`src/rtl/mux_pkg.sv`:
```
`default_nettype none
// +----------------------------------------------------------------------------+
// | mux_pkg : select encoding and arbitration pointer type for the 2:1 mux path |
// | Revision: 1.0                                                              |
// +----------------------------------------------------------------------------+
package mux_pkg;

  localparam logic SEL_A = 1'b0;
  localparam logic SEL_B = 1'b1;

  typedef enum logic [0:0] {
    PRI_A = 1'b0,
    PRI_B = 1'b1
  } pri_t;

endpackage
`default_nettype wire

```
`src/rtl/mux_in_slot.sv`:
```
`default_nettype none
// +----------------------------------------------------------------------------+
// | mux_in_slot : one-entry input buffer with full flag and ready logic        |
// | Revision: 1.0                                                              |
// +----------------------------------------------------------------------------+
module mux_in_slot #(
  parameter int WIDTH = 8
) (
  input  logic             clk,
  input  logic             rst_n,
  input  logic             push_valid,
  input  logic [WIDTH-1:0] push_data,
  input  logic             pop,
  output logic             ready,
  output logic             full,
  output logic [WIDTH-1:0] data
);

  logic             r_full;
  logic [WIDTH-1:0] r_data;
  logic             w_push;

  // A pop in the same cycle frees the entry, so a refill is accepted at once.
  assign ready  = !r_full || pop;
  assign w_push = push_valid && ready;
  assign full   = r_full;
  assign data   = r_data;

  always_ff @(posedge clk or negedge rst_n) begin
    if (!rst_n) begin
      r_full <= 1'b0;
      r_data <= '0;
    end else begin
      if (w_push) begin
        r_full <= 1'b1;
        r_data <= push_data;
      end else if (pop) begin
        r_full <= 1'b0;
      end
    end
  end

endmodule
`default_nettype wire

```
`src/rtl/mux2_rr_arbiter.sv`:
```
`default_nettype none
// +----------------------------------------------------------------------------+
// | mux2_rr_arbiter : two-channel round-robin arbiter feeding the 2:1 mux path |
// | Revision: 1.0                                                              |
// +----------------------------------------------------------------------------+
module mux2_rr_arbiter
  import mux_pkg::*;
#(
  parameter int WIDTH = 8,
  parameter int CNT_W = 16
) (
  input  logic             clk,
  input  logic             rst_n,
  input  logic             a_valid,
  input  logic [WIDTH-1:0] a_data,
  output logic             a_ready,
  input  logic             b_valid,
  input  logic [WIDTH-1:0] b_data,
  output logic             b_ready,
  output logic             y_valid,
  output logic [WIDTH-1:0] y_data,
  output logic             s0,
  input  logic             y_ready,
  output logic [CNT_W-1:0] a_cnt,
  output logic [CNT_W-1:0] b_cnt
);

  localparam logic [CNT_W-1:0] c_cnt_one = {{(CNT_W-1){1'b0}}, 1'b1};

  logic             w_a_full, w_b_full;
  logic [WIDTH-1:0] w_a_word, w_b_word;
  logic             w_out_load;
  logic             w_grant_a, w_grant_b;
  pri_t             r_pri, w_pri_next;

  logic             r_y_valid;
  logic [WIDTH-1:0] r_y_data;
  logic             r_s0;
  logic [CNT_W-1:0] r_a_cnt, r_b_cnt;

  mux_in_slot #(.WIDTH(WIDTH)) u_slot_a (
    .clk        (clk),
    .rst_n      (rst_n),
    .push_valid (a_valid),
    .push_data  (a_data),
    .pop        (w_grant_a),
    .ready      (a_ready),
    .full       (w_a_full),
    .data       (w_a_word)
  );

  mux_in_slot #(.WIDTH(WIDTH)) u_slot_b (
    .clk        (clk),
    .rst_n      (rst_n),
    .push_valid (b_valid),
    .push_data  (b_data),
    .pop        (w_grant_b),
    .ready      (b_ready),
    .full       (w_b_full),
    .data       (w_b_word)
  );

  // Gating grants with out_load keeps the pointer and output frozen on a stall.
  assign w_out_load = !r_y_valid || y_ready;

  always_ff @(posedge clk or negedge rst_n) begin
    if (!rst_n) begin
      r_pri <= PRI_A;
    end else begin
      r_pri <= w_pri_next;
    end
  end

  always_comb begin
    w_pri_next = r_pri;
    w_grant_a  = w_out_load && w_a_full && (!w_b_full || (r_pri == PRI_A));
    w_grant_b  = w_out_load && w_b_full && (!w_a_full || (r_pri == PRI_B));
    if (w_grant_a) begin
      w_pri_next = PRI_B;
    end else if (w_grant_b) begin
      w_pri_next = PRI_A;
    end
  end

  always_ff @(posedge clk or negedge rst_n) begin
    if (!rst_n) begin
      r_y_valid <= 1'b0;
      r_y_data  <= '0;
      r_s0      <= SEL_A;
      r_a_cnt   <= '0;
      r_b_cnt   <= '0;
    end else if (w_out_load) begin
      if (w_grant_a) begin
        r_y_valid <= 1'b1;
        r_y_data  <= w_a_word;
        r_s0      <= SEL_A;
        r_a_cnt   <= r_a_cnt + c_cnt_one;
      end else if (w_grant_b) begin
        r_y_valid <= 1'b1;
        r_y_data  <= w_b_word;
        r_s0      <= SEL_B;
        r_b_cnt   <= r_b_cnt + c_cnt_one;
      end else begin
        r_y_valid <= 1'b0;
      end
    end
  end

  assign y_valid = r_y_valid;
  assign y_data  = r_y_data;
  assign s0      = r_s0;
  assign a_cnt   = r_a_cnt;
  assign b_cnt   = r_b_cnt;

endmodule
`default_nettype wire

```
`config.mk`:
```
export PLATFORM = sky130hd
export DESIGN_NAME = mux2_rr_arbiter
export DESIGN_NICKNAME = d
export VERILOG_FILES = /design/src/rtl/mux_pkg.sv /design/src/rtl/mux_in_slot.sv /design/src/rtl/mux2_rr_arbiter.sv
export SDC_FILE = /design/constraint.sdc
export NUM_CORES = 1
export LEC_CHECK = 0
export ABC_AREA = 1
export BUFFER_PORTS_ARGS = -buffer_cell sky130_fd_sc_hd__buf_2
export CAP_MARGIN = 5
export CORE_MARGIN = 2
export CORE_UTILIZATION = 58
export CTS_CLUSTER_DIAMETER = 40
export CTS_CLUSTER_SIZE = 12
export DETAILED_ROUTE_END_ITERATION = 8
export PLACE_DENSITY_LB_ADDON = 0.15
export SYNTH_ARGS = -nofsm -noshare
export SYNTH_HDL_FRONTEND = slang
export SYNTH_SLANG_ARGS = --single-unit
```
`constraint.sdc`:
```
create_clock -name clk -period 2.7 [get_ports clk]
set_input_delay 0.54 -clock clk [delete_from_list [all_inputs] [get_ports clk]]
set_output_delay 0.54 -clock clk [all_outputs]
set_load 0.02 [all_outputs]
```
# ---- Word level (Yosys, flattened, before mapping)
# Cells that the tools add are included.
# W data, S select, Z words.
dict set report op_classes {
  n_addsub 2
  muxes 11
  bitwise_logic 2
  reduce_logical 20
}
# cell count
set op_table {}
lappend op_table {{$add A16 B1 Y16 const B} 2}
lappend op_table {{$mux W8} 2}
lappend op_table {{$mux W1} 9}
lappend op_table {{$logic_and A1 B1 Y1} 6}
lappend op_table {{$reduce_bool A2 Y1} 3}
lappend op_table {{$logic_or A1 B1 Y1} 5}
lappend op_table {{$reduce_and A2 Y1} 2}
lappend op_table {{$logic_not A1 Y1} 3}
lappend op_table {{$reduce_and A3 Y1} 1}
lappend op_table {{$not A1 Y1} 2}
dict set report totals {
  regBits 61
  in_bits 21
  out_inout_bits 44
  elab_cells 45
}

# ---- Logic depth before layout (Yosys ltp)
dict set report depth {
  depth_word 7
  mapped_depth 8
  depth_no_buf 8
}

# ---- Modules after synthesis
# Synthesis repeated with hierarchy kept, for this count alone.
dict set report hier_totals {
  hier_cells 362
  area_unflattened_um2 3025.4
}
# module instances cells_per_inst area_per_inst_um2
set modules_own_cells {}
lappend modules_own_cells {mux2_rr_arbiter 1 284 2289.7}
lappend modules_own_cells {mux_in_slot 2 39 367.9}

# ---- Worst setup path before layout
# OpenSTA, ideal clock, no wires.
dict set report synth_path {
  path_type {in2out}
  startpoint {input y_ready}
  endpoint {output b_ready}
  arrival_ns 1.258
  required_time_ns 2.160
  path_slack_ns 0.902
  stages 5
  n_path_buf 1
  cell_sequence {inv_1 -> nand2_1 -> nand3_2 -> nand2_1 -> buf_4}
}
dict set report synth_via {
  elab_chain_len 4
}
# element line_no
set synth_rtl {}
lappend synth_rtl {{start: declaration} mux2_rr_arbiter.sv:23} ;# input logic y_ready,
lappend synth_rtl {{$logic_or A1 B1 Y1} mux2_rr_arbiter.sv:64} ;# assign w_out_load = !r_y_valid || y_ready;
lappend synth_rtl {{$logic_and A1 B1 Y1 (2 in a row)} mux2_rr_arbiter.sv:77} ;# w_grant_b = w_out_load && w_b_full && (!w_a_full || (r_pri == PRI_B));
lappend synth_rtl {{$logic_or A1 B1 Y1} mux_in_slot.sv:24} ;# assign ready = !r_full || pop;
lappend synth_rtl {{end: declaration} mux2_rr_arbiter.sv:19} ;# output logic b_ready,
# No other way between the ends.

# ---- Worst setup path after layout
dict set report layout_path {
  startpoint {register r_y_valid (netlist: y_valid)}
  endpoint {output a_ready}
}
dict set report layout_via {
  elab_chain_len 5
}
# element line_no
set layout_rtl {}
lappend layout_rtl {{start: declaration} mux2_rr_arbiter.sv:36} ;# logic r_y_valid;
lappend layout_rtl {{start signal: assignment} mux2_rr_arbiter.sv:87} ;# r_y_valid <= 1'b0;
lappend layout_rtl {{start signal: assignment} mux2_rr_arbiter.sv:94} ;# r_y_valid <= 1'b1;
lappend layout_rtl {{start signal: assignment} mux2_rr_arbiter.sv:99} ;# r_y_valid <= 1'b1;
lappend layout_rtl {{$logic_not A1 Y1} mux2_rr_arbiter.sv:64}
lappend layout_rtl {{$logic_or A1 B1 Y1} mux2_rr_arbiter.sv:64}
lappend layout_rtl {{$logic_and A1 B1 Y1 (2 in a row)} mux2_rr_arbiter.sv:76} ;# w_grant_a = w_out_load && w_a_full && (!w_b_full || (r_pri == PRI_A));
lappend layout_rtl {{$logic_or A1 B1 Y1} mux_in_slot.sv:24}
lappend layout_rtl {{end: declaration} mux2_rr_arbiter.sv:16} ;# output logic a_ready,
# No other way between the ends.

==> flow_metrics.env <==
export IMPL_setup_worst_path_start="y_valid"
export IMPL_rsz0062_at_grt="no"
export IMPL_min_period_ns=2.14
export IMPL_synth_edff_count=0
export IMPL_dp_slack_ns=0.625
export IMPL_io_buffer_count=64
export IMPL_p_leak_nw=1.94
export IMPL_synthFlopType="dfrtp_1"
export IMPL_grt_met3_usage_pct=6.02
export IMPL_core_mm2=0.00479
export IMPL_pwr_density_cell_mw_per_mm2=1010
export IMPL_cts_hold_buffers=0
export IMPL_insertion_delay_ns=0.34
export IMPL_post_cts_setup_buffer_count=0
export IMPL_busiest_layer="met2"
export IMPL_syn_nets=386
export IMPL_firstDrtPassIters=4
export IMPL_grt_ovfl_total=0
export IMPL_slew_viol_final=0
export IMPL_crit_slowest_cell="dfrtp_1"
export IMPL_cts_buffers_inserted=9
export IMPL_final_instance_count_excl_fill=505
export IMPL_ant_nets=0
export IMPL_fin_crit_sh_pct=79.2
export IMPL_diodes=0
export IMPL_arrival_ns=1.60
export IMPL_clk_path_buf_depth=2
export IMPL_crit_required_ns=2.16
export IMPL_crit_fanout=27
export IMPL_die_h_um=74.9
export IMPL_r2r_end="a_cnt[13]"
export IMPL_design_area_mm2=0.00350
export IMPL_cts_tree="done"
export IMPL_irDropWorstVdd_mv=0.681
export IMPL_avgSynthCellArea_um2=8.02
export IMPL_start_kind="flop"
export IMPL_grt_use_met2_pct=40.8
export IMPL_reg2reg_depth=6
export IMPL_ys_seq_elements=61
export IMPL_cts_sinks=61
export IMPL_antenna_found_initial=0
export IMPL_num_nets_final=458
export IMPL_first_global_vias=2385
export IMPL_wl_per_cell_um=12.4
export IMPL_endpoint="a_ready"
export IMPL_setup_viol=0
export IMPL_rows=25
export IMPL_htreeDepth=3
export IMPL_worst_pin_slew_ns=0.648
export IMPL_final_layout_size_suffix_gt1_share_pct=20.3
export IMPL_path_clk_slew_ns=0.07
export IMPL_critPathKind="flop to output pin"
export IMPL_grt_max_degree=35
export IMPL_drcViolationCount=0
export IMPL_clk_root_buffer_cell="clkbuf_8"
export IMPL_r2r_start="y_valid"
export IMPL_grt_pass1_wl_mm=10.5
export IMPL_skew_ns=0.00645
export IMPL_ctsResizeCount=0
export IMPL_synthCells=363
export IMPL_min_path_type="input pin to asynchronous set/reset pin"
export IMPL_yosysUniqueCellTypes=23
export IMPL_syn_area_mm2=0.00291
export IMPL_status="completed"
export IMPL_cp_end_kind="output pin"
export IMPL_use_met1_pct=32.1
export IMPL_start_util_pct=60.9
export IMPL_totalWireLength_mm=6.24
export IMPL_io_pins=65
export IMPL_tns_ns=0
export IMPL_grtUsageTotal_pct=25.0
export IMPL_vias=2559
export IMPL_critical_path_max_stage_delay_ns=0.37
export IMPL_synth_seq_area_share_pct=52.4
export IMPL_place_area_mm2=0.00331
export IMPL_die_w_um=74.9
export IMPL_hpwl_mm=4.40
export IMPL_syn_to_final_growth_pct=20.1
export IMPL_finalWeightedCongestion=0.891
export IMPL_drtIter0Drc=155
export IMPL_ff2ff_setup_slack_ns=1.02
export IMPL_path_cells="nand2_1 > nand3_4 > nand2_4 > buf_2"
export IMPL_dp_cells=491
export IMPL_cap_violations=0
export IMPL_yosysWarnings=0
export IMPL_vias_per_cell=5.07
export IMPL_max_freq_ghz=0.468
export IMPL_hold_viol_final=0
export IMPL_maxSlewHeadroom_pct=56.8
export IMPL_die_area_mm2=0.00560
export IMPL_synthArstFlopShare_pct=100
export IMPL_fin_ws_ns=0.562
-- layout make-up --
| class | instances | area, um^2 |
|---|---|---|
| repair buffers | 66 | 348 |
| fillers | 403 | 1290 |
| flip-flops and latches | 61 | 1530 |
| clock buffers | 13 | 179 |
| clock inverters | 1 | 5.00 |
| inverters | 33 | 124 |
| well taps | 67 | 83.8 |
| multi-input cells | 264 | 1230 |
-- report_power, final --
group / internal (mW) / switching, mW
registers: 1.22 / 0.213
logic: 0.434 / 0.934
clock network: 0.422 / 0.331
total: 2.07 / 1.48
-- worst max-delay path, delay by kind of cell (launching register included) --
family / cells / cell delay (ns)
and+or+nand+nor: 3 / 0.70
buffers and inverters: 1 / 0.18
DFF: 1 / 0.37
-- sequential cells by signal (all words and copies together) (netlist names), 8 cells and up --
register	count
y_data	8
a_cnt	16
b_cnt	16
u_slot_b.data	8
u_slot_a.data	8
-- per-layer routing --
metal | share of wire, % | up-vias
met5 | 0 | -
met4 | 1.3 | 0
li1 | - | 1285
met3 | 5.3 | 7
met1 | 45 | 1194
met2 | 48 | 73
-- cell usage in the layout (no fill, tap or decap), types with 2 or more instances in the layout --
cell / instances
nand4_1: 10
nand3_1: 26
a21oi_1: 6
inv_1: 32
buf_2: 64
xor2_1: 11
nor2_1: 30
dfrtp_1: 61
xnor2_1: 3
o21ai_0: 7
clkbuf_8: 13
nand3b_1: 6
nand2_4: 2
nand2_2: 2
nor3_1: 4
ha_1: 2
nand2_1: 150
-- how the worst min path moves through the flow --
| stage | start | to | cells after the start |
|---|---|---|---|
| final | rst_n | a_cnt[2] | 1 |
| after global routing | rst_n | a_cnt[2] | 1 |
| after CTS | rst_n | a_cnt[2] | 1 |
| after detailed placement | u_slot_a.data[7] | u_slot_a.data[7] | 2 |
| after global placement | u_slot_b.data[0] | u_slot_b.data[0] | 2 |
| after floorplan | rst_n | a_cnt[0] | 0 |
-- cells in the mapped netlist (4+ instances only) --
master | n | share of area [%]
a21oi_1 | 6 | 1.0
inv_1 | 32 | 4.1
nor3_1 | 4 | 0.69
xor2_1 | 11 | 3.3
nand4_1 | 10 | 2.1
nand3_1 | 26 | 4.5
nand2_1 | 150 | 19
o21ai_0 | 7 | 1.2
dfrtp_1 | 61 | 52
nor2_1 | 30 | 3.9
nand3b_1 | 6 | 1.5
-- cells by family (layout without fill, tap and decap cells) --
family | count (synthesis) | after routing | synth area share [%]
simple gates | 235 | 235 | 35.0
buf+inv | 38 | 113 | 5.28
fa+ha+maj | 2 | 2 | 0.859
compound gates | 13 | 13 | 2.23
flops | 61 | 61 | 52.4
xor+xnor | 14 | 14 | 4.21
-- stage by stage --
stage	hold slack (ns)	power, mW	util (%)
2_1_floorplan	0.244	2.39	-
3_3_place_gp	0.455	2.77	69.3
3_5_place_dp	0.460	2.81	69.3
4_1_cts	0.247	3.57	73.1
5_1_grt	0.268	3.82	73.1
6_report	0.224	3.55	73.1
Power figures use the tool's default switching activity.
